**config.mk**
```make
export PLATFORM = sky130hd
export DESIGN_NAME = shared_bus_arbiter
export DESIGN_NICKNAME = d
export VERILOG_FILES = /design/src/rtl/shared_bus_arbiter.sv
export SDC_FILE = /design/constraint.sdc
export NUM_CORES = 1
export LEC_CHECK = 0
export CAP_MARGIN = 20
export CORE_ASPECT_RATIO = 0.6
export CORE_MARGIN = 1.5
export CORE_UTILIZATION = 50
export CTS_BUF_LIST = sky130_fd_sc_hd__clkbuf_2
export DETAILED_ROUTE_END_ITERATION = 10
export PLACE_DENSITY = 0.84
export SKIP_CTS_REPAIR_TIMING = 1
export SLEW_MARGIN = 20
export SYNTH_ARGS = -nofsm -noshare
export SYNTH_HDL_FRONTEND = slang
export SYNTH_SLANG_ARGS = --single-unit
```
**constraint.sdc**
```tcl
create_clock -name clk -period 3.8 [get_ports clk]
set_input_delay 0.76 -clock clk [delete_from_list [all_inputs] [get_ports clk]]
set_output_delay 0.76 -clock clk [all_outputs]
set_load 0.05 [all_outputs]
```
**src/rtl/shared_bus_arbiter.sv**
```systemverilog
// Round-robin single-driver resolver for a shared bus: one registered owner at a time,
// bounded hold time, and a saturating count of cycles with more than one requester.
//
// state | meaning
// IDLE  | no owner; bus_out held at zero, next grant searched from ptr
// OWNED | owner drives bus_out; hold counts consecutive cycles of ownership
module shared_bus_arbiter #(
    parameter int N        = 4,
    parameter int W        = 8,
    parameter int MAX_HOLD = 4
) (
    input  logic           clk,
    input  logic           rst_n,
    input  logic [N-1:0]   req,
    input  logic [N*W-1:0] data_in,
    output logic [N-1:0]   grant,
    output logic           bus_valid,
    output logic [W-1:0]   bus_out,
    output logic           conflict,
    output logic [15:0]    conflict_cnt
);
    localparam int IW = (N > 1) ? $clog2(N) : 1;
    localparam int HW = $clog2(MAX_HOLD + 1);
    localparam logic [HW-1:0] HOLD_MAX = HW'(MAX_HOLD);
    localparam logic [HW-1:0] HOLD_ONE = HW'(1);

    typedef enum logic {IDLE, OWNED} state_t;

    state_t        state, nxt_state;
    logic [IW-1:0] owner, nxt_owner, ptr, owner_inc;
    logic [HW-1:0] hold, nxt_hold;
    logic [N-1:0]  owner_mask, others, nxt_grant;
    logic          multi_req;

    // First set bit of mask at or after start, wrapping modulo N.
    function automatic logic [IW-1:0] rr_pick(input logic [N-1:0] mask, input logic [IW-1:0] start);
        logic [IW-1:0] pick;
        logic          found;
        int            idx;
        pick  = start;
        found = 1'b0;
        for (int k = 0; k < N; k++) begin
            idx = (int'(start) + k) % N;
            if (!found && mask[idx]) begin
                pick  = IW'(idx);
                found = 1'b1;
            end
        end
        return pick;
    endfunction

    always_comb begin
        nxt_state  = state;
        nxt_owner  = owner;
        nxt_hold   = hold;
        owner_mask = N'(1) << owner;
        others     = req & ~owner_mask;
        owner_inc  = (int'(owner) == N - 1) ? '0 : owner + 1'b1;
        multi_req  = (req & (req - 1'b1)) != '0;

        case (state)
            IDLE: begin
                if (req != '0) begin
                    nxt_state = OWNED;
                    nxt_owner = rr_pick(req, ptr);
                    nxt_hold  = HOLD_ONE;
                end
            end
            OWNED: begin
                if (!req[owner]) begin
                    if (others != '0) begin
                        nxt_owner = rr_pick(others, owner_inc);
                        nxt_hold  = HOLD_ONE;
                    end else begin
                        nxt_state = IDLE;
                        nxt_hold  = '0;
                    end
                end else if (hold == HOLD_MAX) begin
                    // Hold limit: hand over only if someone else is waiting.
                    if (others != '0) nxt_owner = rr_pick(others, owner_inc);
                    nxt_hold = HOLD_ONE;
                end else begin
                    nxt_hold = hold + 1'b1;
                end
            end
            default: begin
                nxt_state = IDLE;
                nxt_hold  = '0;
            end
        endcase

        nxt_grant = (nxt_state == OWNED) ? (N'(1) << nxt_owner) : '0;
    end

    always_ff @(posedge clk or negedge rst_n) begin
        if (!rst_n) begin
            state        <= IDLE;
            owner        <= '0;
            hold         <= '0;
            ptr          <= '0;
            grant        <= '0;
            bus_valid    <= 1'b0;
            bus_out      <= '0;
            conflict     <= 1'b0;
            conflict_cnt <= '0;
        end else begin
            state     <= nxt_state;
            owner     <= nxt_owner;
            hold      <= nxt_hold;
            grant     <= nxt_grant;
            bus_valid <= (nxt_state == OWNED);
            bus_out   <= (nxt_state == OWNED) ? data_in[int'(nxt_owner)*W +: W] : '0;
            if (nxt_state == OWNED)
                ptr <= (int'(nxt_owner) == N - 1) ? '0 : nxt_owner + 1'b1;
            conflict <= multi_req;
            if (multi_req && conflict_cnt != 16'hFFFF)
                conflict_cnt <= conflict_cnt + 16'd1;
        end
    end

endmodule

```
==> summary.txt <==
Run status
  – Status: completed

Critical path
  – CP max FO: 12
  – CP max stage delay: 0.67 ns
  – Critical path origin: req[1]
  – Setup Crit Path Kind: input port to flip-flop
  – WP data required: 4.09 ns
  – Worst r2r src: owner[1]
  – Slowest-stage cell, CP: clkdlybuf4s50_1
  – Worst path arrival time: 3.55 ns
  – Critical Path Sink Type: flip-flop
  – Crit start category: input port
  – R2r worst-path depth: 9
  – Crit path cell chain: clkdlybuf4s50_1, nor2b_1, mux2i_1, o31a_1, o311a_1, o31ai_2, ha_1, mux2_2

Floorplan
  – Io pins: 68
  – Die X: 93.5 um
  – Die footprint: 5360 um2
  – Area of the core: 4660 um2
  – # rows: 19
  – Chip Height: 57.3 um
  – Initial Util: 0.528

Route
  – Drt drc: 0
  – DRT iter0 DRCs: 118
  – Routed Antenna Nets: 0
  – Wire per inst: 14.7 um
  – Detailed-route via count: 2097
  – Vias/cell: 5.46
  – WL final: 5640 um
  – DR pass1 iterations: 4

Global routing
  – Initial antenna violation count: 0
  – Total gr overflow: 0
  – Vias in the first global route: 1950
  – Gr usage total: 0.222
  – First-pass GRT wire length: 9240 um
  – Largest net degree at the start of global routing: 38

Finish
  – Ant diodes: 0
  – Commonest cells after routing, fill and taps aside: 66 x clkdlybuf4s50_1, 37 x dfrtp_1, 21 x inv_1
  – Layout cells sized above 1: 0.103
  – Design area: 3230 um2
  – Most common cell after layout, fill and taps aside: clkdlybuf4s50_1
  – Final Net Count: 369
  – Layout overhead on the synthesized area: 31.3%

Placed design
  – Area after DPL: 3160 um2
  – HPWL Detailed: 4290 um
  – Final GP Congestion: 0.963
  – Port bufs: 67

Logic synthesis
  – Ys async rst share: 1.00
  – Post-Syn Instances: 252
  – Synthesized cell area: 2460 um2
  – Sequential fraction of the synthesis area: 0.377
  – Yosys warning count: 0
  – Mean Syn Cell Area: 9.76 um2
  – Synth unique cells: 57
  – EDFF count, synth: 0
  – Yosys reg bits: 37
  – Primary FF master, synth: dfrtp_1
  – Syn_nets: 301

CTS
  – Worst-skew pair later-pin latency: 0.39 ns
  – CTS clock-pin slew for the worst setup and hold paths: 0.21 ns
  – Worst-case clock buffer depth: 2
  – CTS tree: done
  – Clk sinks: 37
  – CTS buffer count: 5
  – H-tree Lvls: 2
  – Root Driver: clkbuf_2

Timing
  – Actual slew at the worst max-slew pin: 0.811 ns
  – Fin. Hold Viols: 0
  – Max_slew headroom: 0.459
  – Worst Skew: 0.0152 ns
  – RSZ-0062 raised after global routing: false
  – Endpoints failing setup: 0
  – Final Cycle Share: 0.858
  – Pins Over Slew Limit: 0
  – Post-layout min period: 3.26 ns
  – FMAX: 307 MHz
  – Hold Slack: 0.431 ns
  – Setup TNS: 0 ns

Pwr
  – Cell area power density: 907 nW/um2
  – Final total power: 2.93 mW
  – Maximum vdd drop: 0.422 mV
  – Pleak: 1.45 nW

Job
  – Maxcap violations: 0

Worst hold path
  – Hold WC Path Type: input port to asynchronous set/reset pin
==> worst max-delay path: cells and delay by family <==
| family | cells | cell delay (ns) |
|---|---|---|
| compound gates | 3 | 0.97 |
| fa+ha+maj | 1 | 0.31 |
| buf+inv | 1 | 0.67 |
| mux | 2 | 0.47 |
| simple gates | 1 | 0.36 |
==> through the flow <==
stage          setup WS [ns]  utilization  std cells
2_1_floorplan          0.806            -        252
3_3_place_gp           0.268        0.679        376
3_5_place_dp           0.147        0.679        376
4_1_cts                0.593        0.693        384
5_1_grt                0.447        0.693        384
6_report               0.541        0.693        384
==> report_power, final <==
group	internal [mW]	total [mW]	switching, mW
clock	0.109	0.250	0.141
sequential	0.546	0.662	0.115
combinational	0.830	2.02	1.19
==> kinds of logic after synthesis <==
kind of cell,share of synthesized area
adder cells (fa/ha/maj),0.0560
XOR/XNOR,0.0499
AND/OR/NAND/NOR,0.200
buffers and inverters,0.0636
flip-flops,0.377
AO/OA/AOI/OAI,0.179
multiplexers,0.0748
==> cell usage after synthesis, drive strengths merged (2+ instances only) <==
| master | number | share of area |
|---|---|---|
| dfrtp | 37 | 0.38 |
| inv | 21 | 0.032 |
| o21ai | 17 | 0.035 |
| and2 | 14 | 0.037 |
| nor2 | 14 | 0.024 |
| nand2 | 12 | 0.018 |
| ha | 11 | 0.056 |
| and3 | 10 | 0.030 |
| o31ai | 10 | 0.033 |
| mux2i | 9 | 0.037 |
| a211oi | 8 | 0.024 |
| buf | 8 | 0.026 |
| xnor2 | 8 | 0.028 |
| nor2b | 7 | 0.018 |
| a21oi | 6 | 0.015 |
| xor2 | 6 | 0.021 |
| nand4 | 5 | 0.013 |
| a21boi | 4 | 0.014 |
| nand3 | 4 | 0.0081 |
| clkbuf | 3 | 0.0051 |
| mux4 | 3 | 0.029 |
| nor3 | 3 | 0.0081 |
| nor4 | 3 | 0.0076 |
| a22oi | 2 | 0.0061 |
| a31oi | 2 | 0.0076 |
| a41oi | 2 | 0.0071 |
| and4 | 2 | 0.0071 |
| mux2 | 2 | 0.0092 |
| nand2b | 2 | 0.0051 |
| o22ai | 2 | 0.0051 |
| or4 | 2 | 0.0061 |
==> layout make-up <==
type	count	area, um2
Clock buffer	5	25.0
Clock inverter	3	41.3
Fill cell	390	1430
Inverter	21	78.8
Multi-Input combinational cell	183	1380
Sequential cell	37	926
Tap cell	63	78.8
Timing Repair Buffer	72	703
==> flip-flops by register name, indices dropped and copies added, names as in the netlist <==
name and flops:
conflict_cnt 16, state 1, owner 2, bus_out 8, conflict 1, ptr 2
hold 3, grant 4
==> final timing paths <==
check	to	slack, ns
min in group clk	conflict_cnt[8]	0.50
worst min register to register	conflict_cnt[8]	0.50
worst max-delay path	ptr[1]	0.54
worst min-delay path	conflict_cnt[3]	0.43
worst max register to register	ptr[1]	0.70
max in group asynchronous	bus_out[0]	2.86
==> layer usage <==
| metal | part of all wire | GRT usage |
|---|---|---|
| met1 | 0.48 | 0.324 |
| met2 | 0.43 | 0.326 |
| met3 | 0.083 | 0.0733 |
| met4 | 0.0062 | 0.0405 |
| met5 | 0 | 0 |
(Power assumes the default switching activity.)
